## src/rtl/uart_tx_arbiter_pkg.sv

```systemverilog
// Shared definitions for the UART transmit arbiter: FSM state encoding and default requester count.
package uart_tx_arbiter_pkg;

    localparam int DEFAULT_N = 4;

    typedef enum logic {
        ST_IDLE  = 1'b0,
        ST_ISSUE = 1'b1
    } state_t;

endpackage

```

## src/rtl/uart_rr_pick.sv

```systemverilog
// Combinational wrap-around priority search: first set request at or after the pointer.
module uart_rr_pick #(
    parameter int N  = 4,
    parameter int PW = $clog2(N)
) (
    input  logic [N-1:0]  req_i,
    input  logic [PW-1:0] ptr_i,
    output logic [N-1:0]  onehot_o,
    output logic [PW-1:0] idx_o,
    output logic          found_o
);

    int            cand;
    logic [PW-1:0] cand_idx;

    always_comb begin
        onehot_o = '0;
        idx_o    = '0;
        found_o  = 1'b0;
        cand     = 0;
        cand_idx = '0;
        for (int k = 0; k < N; k++) begin
            // Explicit wrap keeps non-power-of-two N from indexing past N-1.
            cand = int'(ptr_i) + k;
            if (cand >= N) begin
                cand = cand - N;
            end
            cand_idx = PW'(cand);
            if (!found_o && req_i[cand_idx]) begin
                found_o            = 1'b1;
                onehot_o[cand_idx] = 1'b1;
                idx_o              = cand_idx;
            end
        end
    end

endmodule

```

## src/rtl/uart_tx_arbiter.sv

```systemverilog
// Round-robin arbiter sharing one UART transmitter among N byte requesters.
module uart_tx_arbiter
    import uart_tx_arbiter_pkg::*;
#(
    parameter int N = DEFAULT_N
) (
    input  logic           iCLOCK,
    input  logic           iRESET,
    input  logic           iRESET_SYNC,
    input  logic [N-1:0]   iREQ_VALID,
    input  logic [8*N-1:0] iREQ_DATA,
    output logic [N-1:0]   oREQ_ACK,
    output logic [N-1:0]   oGRANT,
    output logic           oTX_VALID,
    output logic [7:0]     oTX_DATA,
    input  logic           iTX_BUSY,
    output logic           oACTIVE
);

    localparam int PW = $clog2(N);

    state_t        state_q;
    logic [PW-1:0] ptr_q;
    logic [PW-1:0] idx_q;
    logic [7:0]    data_q;
    logic [N-1:0]  grant_q;
    logic [N-1:0]  ack_q;
    logic          tx_valid_q;

    logic [N-1:0]  pick_onehot;
    logic [PW-1:0] pick_idx;
    logic          pick_found;
    logic [7:0]    pick_data;
    logic [PW-1:0] ptr_d;

    uart_rr_pick #(
        .N  (N),
        .PW (PW)
    ) u_pick (
        .req_i    (iREQ_VALID),
        .ptr_i    (ptr_q),
        .onehot_o (pick_onehot),
        .idx_o    (pick_idx),
        .found_o  (pick_found)
    );

    always_comb begin
        pick_data = 8'h00;
        for (int i = 0; i < N; i++) begin
            if (pick_onehot[i]) begin
                pick_data = iREQ_DATA[8*i +: 8];
            end
        end
    end

    always_comb begin
        ptr_d = (idx_q == PW'(N - 1)) ? '0 : idx_q + 1'b1;
    end

    always_ff @(posedge iCLOCK or posedge iRESET) begin
        if (iRESET) begin
            state_q    <= ST_IDLE;
            ptr_q      <= '0;
            idx_q      <= '0;
            data_q     <= 8'h00;
            grant_q    <= '0;
            ack_q      <= '0;
            tx_valid_q <= 1'b0;
        end else if (iRESET_SYNC) begin
            state_q    <= ST_IDLE;
            ptr_q      <= '0;
            idx_q      <= '0;
            data_q     <= 8'h00;
            grant_q    <= '0;
            ack_q      <= '0;
            tx_valid_q <= 1'b0;
        end else begin
            ack_q <= '0;
            case (state_q)
                ST_IDLE: begin
                    if (pick_found) begin
                        data_q     <= pick_data;
                        idx_q      <= pick_idx;
                        grant_q    <= pick_onehot;
                        ack_q      <= pick_onehot;
                        tx_valid_q <= 1'b1;
                        state_q    <= ST_ISSUE;
                    end
                end
                ST_ISSUE: begin
                    // Requests are ignored here; BUSY stalls indefinitely.
                    if (!iTX_BUSY) begin
                        ptr_q      <= ptr_d;
                        grant_q    <= '0;
                        tx_valid_q <= 1'b0;
                        state_q    <= ST_IDLE;
                    end
                end
            endcase
        end
    end

    assign oREQ_ACK  = ack_q;
    assign oGRANT    = grant_q;
    assign oTX_VALID = tx_valid_q;
    assign oTX_DATA  = data_q;
    assign oACTIVE   = (state_q == ST_ISSUE);

endmodule

```

## config.mk

```make
export PLATFORM = sky130hd
export DESIGN_NAME = uart_tx_arbiter
export DESIGN_NICKNAME = d
export VERILOG_FILES = /design/src/rtl/uart_tx_arbiter_pkg.sv /design/src/rtl/uart_rr_pick.sv /design/src/rtl/uart_tx_arbiter.sv
export SDC_FILE = /design/constraint.sdc
export NUM_CORES = 1
export LEC_CHECK = 0
export ABC_AREA = 1
export CAP_MARGIN = 20
export CORE_ASPECT_RATIO = 1.2
export CORE_MARGIN = 2
export CORE_UTILIZATION = 45
export CTS_CLUSTER_DIAMETER = 120
export DETAILED_ROUTE_END_ITERATION = 6
export MAX_ROUTING_LAYER = met4
export PLACE_DENSITY = 0.86
export SYNTH_ARGS = -nofsm -noshare
export SYNTH_HDL_FRONTEND = slang
export SYNTH_HIERARCHICAL = 1
export SYNTH_SLANG_ARGS = --single-unit
```

## constraint.sdc

```tcl
create_clock -name iCLOCK -period 3 [get_ports iCLOCK]
set_input_delay 0.6 -clock iCLOCK [delete_from_list [all_inputs] [get_ports iCLOCK]]
set_output_delay 0.6 -clock iCLOCK [all_outputs]
set_load 0.02 [all_outputs]
```

After elaboration in Yosys (flattened, before gate mapping)
Cells that the tools add are included.
{"block": "word_totals", "input_bits": 40, "wordCells": 112, "regBits": 22}
{"block": "classes", "muxes": 61, "add_sub_neg": 8, "n_reduce_logical": 15, "n_lt_le_gt_ge": 12, "bitwise": 4, "eq_ne": 5}
{"op": "$mux W8", "n": 7}
{"op": "$mux W4", "n": 10}
{"op": "$mux W2", "n": 15}
{"op": "$mux W1", "n": 18}
{"op": "$lt A2 B3 Y1 const B", "n": 4}
{"op": "$or A4 B4 Y4", "n": 3}
{"op": "$ge A3 B3 Y1 const B", "n": 3}
{"op": "$bmux W1 S2", "n": 4}
{"op": "$demux W1 S2", "n": 4}
{"op": "$ge A2 B1 Y1 const B", "n": 4}
{"op": "$pmux W4 S2", "n": 1}
{"op": "$sub A2 B1 Y2 const B", "n": 4}
{"op": "$logic_and A1 B1 Y1", "n": 7}
{"op": "$add A2 B2 Y3 const B", "n": 2}
{"op": "$ne A3 B3 Y1 const B", "n": 2}
{"op": "$reduce_and A2 Y1", "n": 3}
{"op": "$ne A2 B2 Y1 const B", "n": 2}
{"op": "$pmux W1 S2", "n": 2}
{"op": "$reduce_bool A2 Y1", "n": 2}
{"op": "$add A2 B1 Y3 const B", "n": 1}
{"op": "$ge A2 B3 Y1 const B", "n": 1}
{"op": "$logic_not A1 Y1", "n": 3}
{"op": "$add A2 B1 Y2 const B", "n": 1}
{"op": "$eq A2 B2 Y1 const B", "n": 1}
{"op": "$not A1 Y1", "n": 1}

Logic depth before layout (Yosys ltp)
Gate-level depths: netlist (run 1).
{"block": "logic_depth", "word_depth": 21, "ltp_mapped": 16}

Cells and area by module
The synthesis (run 1) kept the hierarchy.
{"module": "uart_tx_arbiter", "seq_area_each_um2": 550.5, "cells_per_inst": 167, "instances": 1, "area_per_inst_um2": 1189.9}
{"module": "uart_rr_pick", "seq_area_each_um2": 0.0, "cells_per_inst": 74, "instances": 1, "area_per_inst_um2": 440.4}

Least setup slack after synthesis (run 1)
No wires, ideal clock.
{"block": "synth_path", "path_type": "reg2reg", "startpoint": "register ptr_q[0]", "endpoint": "register data_q[0], in the netlist oTX_DATA[0]", "setup_slack_ns": 0.708, "t_required_ns": 2.884, "arrival_time_ns": 2.176, "n_path_buf": 1, "synth_period_minus_slack_ns": 2.292, "stages_incl_launch_ff": 14, "cell_sequence": "dfrtp_1 inv_2 ha_1 inv_1 nand3_1 nand2_1 nor2_1 a21oi_1 nand3_1 buf_4 inv_2 or2_2 nand3_1 nand2_1"}
{"block": "synth_between", "word_cells_on_any_way": 69}
{"element": "start, declared", "line": "uart_tx_arbiter.sv:23", "source": "logic [PW-1:0] ptr_q;"}
{"element": "start signal, assigned", "line": "uart_tx_arbiter.sv:93", "source": "ptr_q <= ptr_d;"}
{"element": "parallel branches: the longest is 13 deep, another holds $add A2 B1 Y3"}
{"element": "$mux W4 *", "line": "uart_rr_pick.sv:29", "source": "if (!found_o && req_i[cand_idx]) begin"}
{"element": "via pick_onehot[2]", "line": "uart_tx_arbiter.sv:30", "source": "logic [N-1:0] pick_onehot;"}
{"element": "$mux W8 * (2 in series)", "line": "uart_tx_arbiter.sv:50", "source": "if (pick_onehot[i]) begin"}
{"element": "$mux W8 *", "line": "uart_tx_arbiter.sv:81", "source": "if (pick_found) begin"}
{"element": "$mux W8 *", "line": "uart_tx_arbiter.sv:79", "source": "case (state_q)"}
{"element": "$mux W8 *", "line": "uart_tx_arbiter.sv:69", "source": "end else if (iRESET_SYNC) begin"}
{"element": "end signal, assigned", "line": "uart_tx_arbiter.sv:82", "source": "data_q <= pick_data;"}
{"element": "end, declared", "line": "uart_tx_arbiter.sv:25", "source": "logic [7:0] data_q;"}
Mark *: on every way through the listed nets, which the timed path passes. The select of a mux whose other input is x is not followed.
A chain may end at the register's enable or synchronous reset.

Worst setup path after layout (run 1)
{"block": "layout_path", "startpoint": "register ptr_q[0]", "endpoint": "register grant_q[1], in the netlist oGRANT[1]"}
{"block": "layout_between", "word_cells_on_any_way": 65}
{"element": "parallel branches: the longest is 13 deep, another holds $add A2 B1 Y3"}
{"element": "$mux W1 *", "line": "uart_rr_pick.sv:29"}
{"element": "via pick_found", "line": "uart_tx_arbiter.sv:32", "source": "logic pick_found;"}
{"element": "$ne A3 B3 Y1 (no line) *"}
{"element": "$reduce_and A2 Y1 (no line) *"}
{"element": "end signal, assigned", "line": "uart_tx_arbiter.sv:84", "source": "grant_q <= pick_onehot;"}
{"element": "end, declared", "line": "uart_tx_arbiter.sv:26", "source": "logic [N-1:0] grant_q;"}
Marked as above.

==> flow_metrics.py, run 1 <==
metrics = {
    "status": {
        "run_status": "finished with violations",
        "violations": "design-rule violations",
    },
    "logic_synthesis": {
        "synthTopCellsByArea": "dfrtp_1 (34%), nand2_1 (18%), nand3_1 (9.8%), inv_1 (7.6%), a21oi_1 (7.1%)",
        "yosysTopAreaCell": "dfrtp_1",
        "synth_flop_cell": "dfrtp_1",
        "ys_warn_count": 6,
        "yosysMostFrequentCell": "nand2_1",
        "synth_seq_cells": 22,
        "synth-edff-count": 0,
        "synth_area_per_cell_um2": 6.76,
        "syn_inst": 241,
        "syn_nets": 287,
        "netlist_top_cells_count": "nand2_1 (80), inv_1 (33), nand3_1 (32)",
        "synth_cell_types": 22,
        "netlist_area_um2": 1630,
        "synth_top_area_frac": 0.338,
        "yosysSeqAreaShare": 0.338,
        "async_flop_share": 1.00,
    },
    "layout": {
        "fillCellCount": 313,
        "utilization": 0.680,
        "areaGrowthSynthToFinish_pct": 41.6,
        "fin_nets": 347,
        "drive_gt1_frac": 0.0900,
        "antenna_cells": 0,
        "multi_input_comb_area_um2": 905,
        "ff_latch_area_um2": 551,
    },
    "hold_path": {
        "hold_depth": 2,
        "min_from": "oTX_DATA[6]$_DFFE_PP0P_",
        "min_to": "oTX_DATA[6]$_DFFE_PP0P_",
        "min_path_type": "flip-flop to flip-flop",
    },
    "cts": {
        "cts_max_level": 1,
        "post_cts_buffers": 0,
        "clkSinkCount": 22,
        "cts_resized": 0,
        "clk_pin_slew_ps": 80,
        "cts_tree": "built",
        "cts_buffers": 3,
        "hold_buffers": 0,
        "ctsRootBufferMaster": "clkbuf_8",
        "clock_latency_ps": 260,
        "cts_buffer_depth": 2,
    },
    "setup_path": {
        "cp_max_fo": 13,
        "critical_path_class": "flip-flop to flip-flop",
        "reg2reg_from": "ptr_q[0]$_DFFE_PP0P_",
        "r2r_setup_slack_ps": 320,
        "timing.rr.end": "oGRANT[1]$_DFFE_PP0P_",
        "crit_arrival_ps": 2820,
        "startpoint": "ptr_q[0]$_DFFE_PP0P_",
        "worstSetupEndpointType": "flip-flop",
        "worst-endpoint-required_ps": 3140,
        "reg2reg_depth": 11,
        "start_kind": "flip-flop",
    },
    "global_route": {
        "grt_util_all_layers": 0.232,
        "grt_max_degree": 23,
        "gr-total-overflow": 0,
        "grt_pass1_wl_um": 7310,
        "grt_use_met1": 0.292,
        "grt_use_met2": 0.388,
        "grt_use_met3": 0.0130,
        "grt_pass1_vias": 1642,
        "antenna_found_initial": 0,
        "top_usage_layer": "met2",
    },
    "floorplan": {
        "design.core.area_um2": 3400,
        "initial_core_util": 0.480,
        "dieArea_um2": 4120,
        "die_y_um": 69.9,
        "rows": 23,
        "ios": 58,
        "die_x_um": 58.9,
    },
    "sta": {
        "period_share": 0.892,
        "worst_hold_slack_ps": 497,
        "rsz0062_at_grt": "no",
        "postLayoutSetupSlackWorst_ps": 323,
        "final-setup-viol-count": 0,
        "worst_pin_slew_ps": 793,
        "finalSetupTns_ps": 0,
        "clock-skew-final_ps": 4.09,
        "slew_viol_final": 0,
        "min_period_ps": 2680,
        "slew-limit-headroom": 0.471,
        "fmax_mhz": 374,
        "hold_viol": 0,
    },
    "power_and_ir_drop": {
        "switchingPower_uw": 463,
        "clkPwrFrac": 0.229,
        "cellPowerDensity_nw_per_um2": 528,
        "vdd_ir_drop_max_uv": 215,
        "total_power_mw": 1.22,
        "intPower_uw": 756,
        "pwr-share-comb": 0.457,
        "swShare": 0.380,
        "p_leak_nw": 1.20,
        "sequentialPowerShare": 0.315,
    },
    "drt": {
        "ant_nets": 0,
        "post_drt_wl_per_cell_um": 13.0,
        "vias": 1788,
        "drt_iter0_markers": 126,
        "firstDrtPassIters": 6,
        "vias_per_cell": 5.31,
        "drc": 2,
        "drt-total-wl_um": 4380,
    },
    "placement": {
        "gp_congestion": 0.887,
        "dp_slack_ps": 327,
        "hpwlAfterDp_um": 3350,
        "io_buffers": 57,
    },
    "flow_run": {
        "cap_violations": 0,
    },
}
## worst max-delay path by stage
stage | slack (ps) | end
final | 320 | oGRANT[1]$_DFFE_PP0P_
after global routing | 20 | oTX_DATA[6]$_DFFE_PP0P_
after CTS | 340 | oGRANT[1]$_DFFE_PP0P_
after detailed placement | 330 | oGRANT[1]$_DFFE_PP0P_
after global placement | 380 | oGRANT[1]$_DFFE_PP0P_
after floorplan | 710 | oTX_DATA[0]$_DFFE_PP0P_
## layout make-up
type                       instances  area share
multi-input combinational        176       0.392
timing repair buffer              60       0.257
sequential                        22       0.238
inverter                          38      0.0618
tap                               37      0.0201
clock buffer                       3      0.0179
clock inverter                     1      0.0130
## per-layer routing
layer	routed length, um	vias to the layer above
li1	-	889
met1	1770	808
met2	2270	85
met3	261	6
met4	77	0
met5	0	-
## sequential cells by signal (all words and copies together) (netlist names)
register	cells
oTX_DATA	8
ptr_q	2
oREQ_ACK	4
idx_q	2
oTX_VALID	1
oACTIVE	1
oGRANT	4
## metrics by stage
step | area [um^2] | instances
4_1_cts | 2310 | 337
6_report | 2310 | 337
2_1_floorplan | 1630 | 241
3_5_place_dp | 2240 | 333
3_3_place_gp | 2240 | 333
5_1_grt | 2310 | 337
## cell families after synthesis
group,count (synthesis),share of synthesized area
compound gates,33,0.114
simple gates,137,0.394
flops,22,0.338
fa+ha+maj,6,0.0460
buf+inv,43,0.107
## power groups by stage
stage	sequential (mW)	clock (mW)	combinational (mW)
after detailed placement	0.389	0	0.548
after global placement	0.388	0	0.538
after floorplan	0.433	0	0.293
final	0.384	0.279	0.557
after global routing	0.390	0.289	0.617
after CTS	0.384	0.279	0.553
## critical path: stages (launching register included)
cell and delay, ps:
dfrtp_1 560, inv_2 180, ha_1 390, inv_1 110, nand2_1 90, nand2_2 60
nor2_4 230, nand4_1 320, nand3_4 270, inv_2 100, nand2_1 120, o21ai_0 110
## placed cells by master (no fill, tap or decap)
| master | instances |
|---|---|
| a21boi_0 | 4 |
| a21oi_1 | 23 |
| a21oi_4 | 1 |
| buf_4 | 3 |
| bufinv_16 | 1 |
| clkbuf_8 | 3 |
| clkdlybuf4s50_1 | 57 |
| dfrtp_1 | 22 |
| ha_1 | 6 |
| inv_1 | 33 |
| inv_2 | 5 |
| nand2_1 | 80 |
| nand2_2 | 7 |
| nand2_4 | 1 |
| nand3_1 | 32 |
| nand3_2 | 1 |
| nand3_4 | 2 |
| nand4_1 | 7 |
| nor2_1 | 4 |
| nor2_4 | 1 |
| o21ai_0 | 5 |
| or2_2 | 2 |
Note: power is estimated with default switching activity, not from simulation.
==> run 2: changes to the inputs <==
- SLEW_MARGIN: unset -> 0
==> results of run 2 <==
Same layout as run 1: the final DEF is identical, and so are final timing and power.
